`src/rtl/fifo_uart_tx_pkg.sv`:
```
// Shared types for the FIFO-fed UART transmitter.
//   uart_state_t  : transmitter FSM state encoding
//   TX_IDLE_LEVEL : level of the serial line between frames
package fifo_uart_pkg;

  typedef enum logic [2:0] {
    IDLE,
    LOAD,
    START,
    DATA,
    PARITY,
    STOP
  } uart_state_t;

  localparam logic TX_IDLE_LEVEL = 1'b1;

endpackage

```
`src/rtl/fifo_uart_tx_if.sv`:
```
// Read port of a synchronous FIFO as seen by its consumer.
//   rd_en    : one-cycle pop request (consumer -> FIFO)
//   data_out : read data, valid the cycle after rd_en (FIFO -> consumer)
//   empty    : FIFO empty flag (FIFO -> consumer)
// master = consumer side, slave = FIFO side.
interface fifo_uart_tx_if #(
  parameter int DATA_WIDTH = 8
) ();

  logic                  rd_en;
  logic [DATA_WIDTH-1:0] data_out;
  logic                  empty;

  modport master (
    output rd_en,
    input  data_out,
    input  empty
  );

  modport slave (
    input  rd_en,
    output data_out,
    output empty
  );

endinterface

```
`src/rtl/fifo_uart_tx_baud_tick_gen.sv`:
```
// Bit-period timer for the UART transmitter.
//   clk, rst_n : system clock, async active-low reset
//   clear      : restart the bit period from zero on the next edge
//   tick       : high in the last cycle of each bit period
module baud_tick_gen #(
  parameter int CLKS_PER_BIT = 16
) (
  input  logic clk,
  input  logic rst_n,
  input  logic clear,
  output logic tick
);

  localparam int CNT_W = (CLKS_PER_BIT > 1) ? $clog2(CLKS_PER_BIT) : 1;
  localparam logic [CNT_W-1:0] LAST = CNT_W'(CLKS_PER_BIT - 1);

  logic [CNT_W-1:0] cnt;

  always_ff @(posedge clk or negedge rst_n) begin
    if (!rst_n) begin
      cnt <= '0;
    end else if (clear || (cnt == LAST)) begin
      cnt <= '0;
    end else begin
      cnt <= cnt + 1'b1;
    end
  end

  assign tick = (cnt == LAST);

endmodule

```
`src/rtl/fifo_uart_tx.sv`:
```
// UART transmitter that drains a synchronous FIFO one word at a time.
// Each word becomes a frame: start bit, data LSB-first, optional even
// parity, one or two stop bits.
//   clk, rst_n : system clock, async active-low reset
//   enable     : allows a new frame to start (only looked at in IDLE)
//   fifo       : FIFO read port (rd_en out, data_out/empty in)
//   tx         : serial line, idle high, registered
//   busy       : high while a frame is in progress
//   frame_done : one-cycle pulse in the final cycle of the last stop bit
//
// state  | meaning
// IDLE   | line high, waiting for enable and a non-empty FIFO
// LOAD   | popped word arrives from the FIFO and is captured
// START  | start bit (low)
// DATA   | data bits, LSB first
// PARITY | even parity over the data bits
// STOP   | stop bit(s) (high)
module fifo_uart_tx
  import fifo_uart_pkg::*;
#(
  parameter int DATA_WIDTH   = 8,
  parameter int CLKS_PER_BIT = 16,
  parameter int PARITY_EN    = 0,
  parameter int STOP_BITS    = 1
) (
  input  logic                  clk,
  input  logic                  rst_n,
  input  logic                  enable,
  fifo_uart_tx_if.master        fifo,
  output logic                  tx,
  output logic                  busy,
  output logic                  frame_done
);

  localparam int BIT_W = $clog2(DATA_WIDTH + 1);
  localparam logic [BIT_W-1:0] DATA_LAST = BIT_W'(DATA_WIDTH - 1);
  localparam logic [BIT_W-1:0] STOP_LAST = BIT_W'(STOP_BITS - 1);

  uart_state_t           state, state_n;
  logic [DATA_WIDTH-1:0] shift_q, shift_n;
  logic                  par_q, par_n;
  logic [BIT_W-1:0]      bit_q, bit_n;
  logic                  tx_q, tx_n;
  logic                  armed_q;
  logic                  rd_en;
  logic                  tick;
  logic                  clear;

  // The baud timer restarts whenever the FSM changes state, so every state
  // begins with a full bit period.
  assign clear = (state_n != state);

  baud_tick_gen #(
    .CLKS_PER_BIT(CLKS_PER_BIT)
  ) u_baud (
    .clk  (clk),
    .rst_n(rst_n),
    .clear(clear),
    .tick (tick)
  );

  always_ff @(posedge clk or negedge rst_n) begin
    if (!rst_n) begin
      state   <= IDLE;
      shift_q <= '0;
      par_q   <= 1'b0;
      bit_q   <= '0;
      tx_q    <= TX_IDLE_LEVEL;
      armed_q <= 1'b0;
    end else begin
      state   <= state_n;
      shift_q <= shift_n;
      par_q   <= par_n;
      bit_q   <= bit_n;
      tx_q    <= tx_n;
      armed_q <= 1'b1;
    end
  end

  always_comb begin
    state_n = state;
    shift_n = shift_q;
    par_n   = par_q;
    bit_n   = bit_q;
    rd_en   = 1'b0;
    case (state)
      IDLE: begin
        // Pop in the IDLE cycle itself so the word is on data_out during
        // LOAD. armed_q keeps the pop off while reset is (or was just) low.
        if (armed_q && enable && !fifo.empty) begin
          rd_en   = 1'b1;
          state_n = LOAD;
        end
      end
      LOAD: begin
        shift_n = fifo.data_out;
        par_n   = 1'b0;
        bit_n   = '0;
        state_n = START;
      end
      START: begin
        if (tick) state_n = DATA;
      end
      DATA: begin
        if (tick) begin
          par_n   = par_q ^ shift_q[0];
          shift_n = shift_q >> 1;
          if (bit_q == DATA_LAST) begin
            bit_n   = '0;
            state_n = (PARITY_EN != 0) ? PARITY : STOP;
          end else begin
            bit_n = bit_q + 1'b1;
          end
        end
      end
      PARITY: begin
        if (tick) begin
          bit_n   = '0;
          state_n = STOP;
        end
      end
      STOP: begin
        if (tick) begin
          if (bit_q == STOP_LAST) begin
            state_n = IDLE;
          end else begin
            bit_n = bit_q + 1'b1;
          end
        end
      end
      default: state_n = IDLE;
    endcase

    // tx is registered from the level the next state will drive.
    case (state_n)
      START:   tx_n = 1'b0;
      DATA:    tx_n = shift_n[0];
      PARITY:  tx_n = par_n;
      default: tx_n = TX_IDLE_LEVEL;
    endcase
  end

  assign fifo.rd_en = rd_en;
  assign tx         = tx_q;
  assign busy       = (state != IDLE);
  assign frame_done = (state == STOP) && tick && (bit_q == STOP_LAST);

endmodule
```
`src/flat_wrapper.sv`:
```
// flat-port wrapper written by rule: the top's interface ports become plain ports
module fifo_uart_tx_flat import fifo_uart_pkg::*;
#(
  parameter int DATA_WIDTH   = 8,
  parameter int CLKS_PER_BIT = 16,
  parameter int PARITY_EN    = 0,
  parameter int STOP_BITS    = 1
)
  (clk, rst_n, enable, tx, busy, frame_done, fifo_rd_en, fifo_data_out, fifo_empty);
  fifo_uart_tx_if #(.DATA_WIDTH(DATA_WIDTH)) fifo_i ();
  input  logic clk;
  input  logic rst_n;
  input  logic enable;
  output logic tx;
  output logic busy;
  output logic frame_done;
  output wire logic [$bits(fifo_i.rd_en)-1:0] fifo_rd_en;
  input wire logic [$bits(fifo_i.data_out)-1:0] fifo_data_out;
  input wire logic [$bits(fifo_i.empty)-1:0] fifo_empty;
  assign fifo_rd_en = fifo_i.rd_en;
  assign fifo_i.data_out = fifo_data_out;
  assign fifo_i.empty = fifo_empty;
  fifo_uart_tx #(.DATA_WIDTH(DATA_WIDTH), .CLKS_PER_BIT(CLKS_PER_BIT), .PARITY_EN(PARITY_EN), .STOP_BITS(STOP_BITS)) u_core (.clk(clk), .rst_n(rst_n), .enable(enable), .fifo(fifo_i), .tx(tx), .busy(busy), .frame_done(frame_done));
endmodule
```
`config.mk`:
```
export PLATFORM = sky130hd
export DESIGN_NAME = fifo_uart_tx_flat
export DESIGN_NICKNAME = d
export VERILOG_FILES = /design/src/rtl/fifo_uart_tx_pkg.sv /design/src/rtl/fifo_uart_tx_if.sv /design/src/rtl/fifo_uart_tx_baud_tick_gen.sv /design/src/rtl/fifo_uart_tx.sv /design/src/flat_wrapper.sv
export SDC_FILE = /design/constraint.sdc
export NUM_CORES = 1
export LEC_CHECK = 0
export ABC_AREA = 1
export BUFFER_PORTS_ARGS = -buffer_cell sky130_fd_sc_hd__buf_2
export CAP_MARGIN = 25
export CORE_ASPECT_RATIO = 0.5
export CORE_MARGIN = 2
export CORE_UTILIZATION = 35
export DETAILED_ROUTE_END_ITERATION = 8
export GPL_ROUTABILITY_DRIVEN = 0
export PLACE_DENSITY = 0.56
export SYNTH_ARGS = -nofsm -noshare
export SYNTH_HDL_FRONTEND = slang
export SYNTH_HIERARCHICAL = 1
export SYNTH_SLANG_ARGS = --single-unit
```
`constraint.sdc`:
```
create_clock -name clk -period 5.5 [get_ports clk]
set_clock_uncertainty 0.05 [all_clocks]
set_input_delay 0.55 -clock clk [delete_from_list [all_inputs] [get_ports clk]]
set_output_delay 0.55 -clock clk [all_outputs]
set_load 0.02 [all_outputs]
```
==> flow_summary.json <==
{
  "status": "complete, no violations",
  "fill_cells": 369,
  "rsz0062_at_grt": "no",
  "syn_avg_cell_area_sq_um": 8.24,
  "dominantRegCellSynth": "dfrtp_1",
  "synth_area_leaders": "dfrtp_1 (42%), nand2_1 (10%), nand3_1 (6.8%), inv_1 (6.0%), o221ai_1 (3.5%)",
  "grt_max_degree": 23,
  "synthMuxAreaShare_pct": 0,
  "synth_fa_ha_area_share_pct": 3.02,
  "first_global_vias": 992,
  "critPathLaunchType": "flip-flop",
  "drcViolationCount": 0,
  "coreArea_sq_mm": 0.00342,
  "p_per_area_mw_per_mm2": 207,
  "grt_antenna_before_repair": 0,
  "vias": 1031,
  "ys_seq_area_share_pct": 44.4,
  "initial_core_util_pct": 36.4,
  "synthSimpleGateAreaFrac_pct": 32.0,
  "clock_sinks": 22,
  "postRouteAntennaNets": 0,
  "fin_nets": 185,
  "synth_cell_type_count": 28,
  "holdWs_ns": 0.198,
  "cts.repair.resized": 0,
  "io_pins": 16,
  "worstHoldPathType": "primary input to async pin",
  "synth-xor-area-share_pct": 1.41,
  "n_antenna_cell": 0,
  "drt_iter0_drc": 45,
  "clk-insertion-delay-late_ns": 0.26,
  "hold_buffers": 0,
  "synth_top_family_by_area": "simple AND/OR/NAND/NOR gates",
  "fp.dieW_um": 88.3,
  "p_leak_nw": 0.706,
  "multi_input_area_sq_um": 588,
  "tritoncts": "built",
  "setup_violations": 0,
  "final_cell_mix": "nand2_1 (33), dfrtp_1 (21), inv_1 (20)",
  "min_period_ns": 2.48,
  "dr.pass1.iters": 4,
  "slew_viol_final": 0,
  "critPathMaxFanout": 8,
  "max_freq_ghz": 0.403,
  "overflow": 0,
  "grt_use_total_pct": 14.4,
  "ys_ff_latch": 22,
  "placementRows": 15,
  "end_kind": "output pin",
  "hpwl_um": 1920,
  "seq_area_sq_um": 552,
  "crit_type": "flip-flop to output pin",
  "synth_edf_count": 0,
  "wire_per_inst_um": 11.4,
  "cts_made_buffers": 3,
  "die_area_sq_mm": 0.00408,
  "setup_tns_ns": 0,
  "die_y_um": 46.2,
  "synth_compound_area_share_pct": 10.6,
  "finalHoldViolCount": 0,
  "synth_top_cell_by_area": "dfrtp_1",
  "syn_to_final_growth_pct": 15.2,
  "wl_um": 2500,
  "worst_pin_slew_ns": 0.578,
  "critPathArrivalTime_ns": 1.88,
  "cts_setup_buffers": 0,
  "syn_nets": 166,
  "yosysTopAreaCellShare_pct": 42.3,
  "required_ns": 4.90,
  "peakVddDrop_mv": 0.0718,
  "async_flop_share_pct": 100,
  "drv_cap": 0,
  "final_common_cell": "nand2_1",
  "via_per_inst": 4.69,
  "slew_headroom_pct": 61.3,
  "clkTransAtPathRegs_ns": 0.08,
  "htreeDepth": 1,
  "period_share_pct": 45.1,
  "syn_inst": 151,
  "clockBufferDepth": 2,
  "synth_area_sq_mm": 0.00124,
  "root_buffer": "clkbuf_8",
  "drive_gt1_share_pct": 27.8,
  "portBuffers": 15,
  "ys.warnings.count": 6,
  "grt_pass1_wl_um": 4480
}
cells in the mapped netlist (2+ instances only):
| cell | number |
|---|---|
| nand3_1 | 17 |
| ha_1 | 3 |
| inv_2 | 5 |
| nand4_1 | 2 |
| nor2_4 | 2 |
| xor2_1 | 2 |
| o21ai_1 | 2 |
| nor2_2 | 6 |
| o21ai_0 | 4 |
| nor2_1 | 8 |
| dfrtp_1 | 21 |
| inv_1 | 20 |
| o221ai_1 | 5 |
| nand2_1 | 33 |
| o21ai_2 | 3 |
| nand3_2 | 3 |
| nand2_2 | 4 |
per-layer routing:
layer | vias to the layer above | routed length, um | GRT usage (%)
met3 | 2 | 60 | 3.76
met1 | 493 | 1250 | 18.8
met4 | 0 | 17 | 2.73
met2 | 14 | 1170 | 24.8
met5 | - | 0 | 0
li1 | 522 | - | -
critical path, cell delays in order, from the launching register on:
cell,delay (ns)
dfrtp_1,0.39
ha_1,0.20
nand2_2,0.09
nor2_1,0.46
inv_1,0.18
nor2_1,0.13
buf_2,0.17
metrics by stage:
stage / cell area [sq um] / setup slack, ns / cells / power (mW) / utilization [%]
after floorplan: 1240 / 3.62 / 151 / 0.175 / -
after global placement: 1380 / 3.38 / 216 / 0.183 / 40.3
after detailed placement: 1380 / 3.31 / 216 / 0.184 / 40.3
after CTS: 1430 / 3.02 / 220 / 0.301 / 41.9
after global routing: 1430 / 2.80 / 220 / 0.308 / 41.9
final: 1430 / 3.02 / 220 / 0.296 / 41.9
flip-flops by register name, summed over array words and instances (netlist names):
signal / cells
u_core/state: 3
u_core/shift_q: 8
u_core/bit_q: 4
u_core/armed_q: 1
u_core/u_baud/cnt: 4
u_core/par_q: 1
u_core/tx: 1
cell type report:
| class | instances | share of cell area (%) |
|---|---|---|
| multi-input cells | 102 | 41.0 |
| repair buffers | 15 | 5.24 |
| inverters | 26 | 6.90 |
| well taps | 51 | 4.45 |
| flip-flops and latches | 22 | 38.5 |
| clock buffers | 4 | 3.84 |
cell families after synthesis:
family / Yosys count
adders and majority gates: 3
and+or+nand+nor: 79
AOI/OAI and AO/OA: 17
other: 1
buffers and inverters: 27
DFF: 22
xor gates and xnor gates: 2
power breakdown:
group          internal (mW)  switching (mW)
clock network         0.0638          0.0525
logic                0.00535         0.00808
registers              0.165         0.00122
path summary, 6_finish.rpt:
path	slack, ns	endpoint	startpoint	cells past startpoint
max	3.02	frame_done	u_core/u_baud/cnt[0]	6
min	0.20	u_core/shift_q[6]	rst_n	1
max reg2reg	3.38	u_core/u_baud/cnt[0]	u_core/u_baud/cnt[0]	10
min reg2reg	0.44	u_core/u_baud/cnt[0]	u_core/u_baud/cnt[0]	1
max in group asynchronous	4.84	u_core/tx	rst_n	1
min in group clk	0.44	u_core/u_baud/cnt[0]	u_core/u_baud/cnt[0]	1
Power figures use the tool's default switching activity.
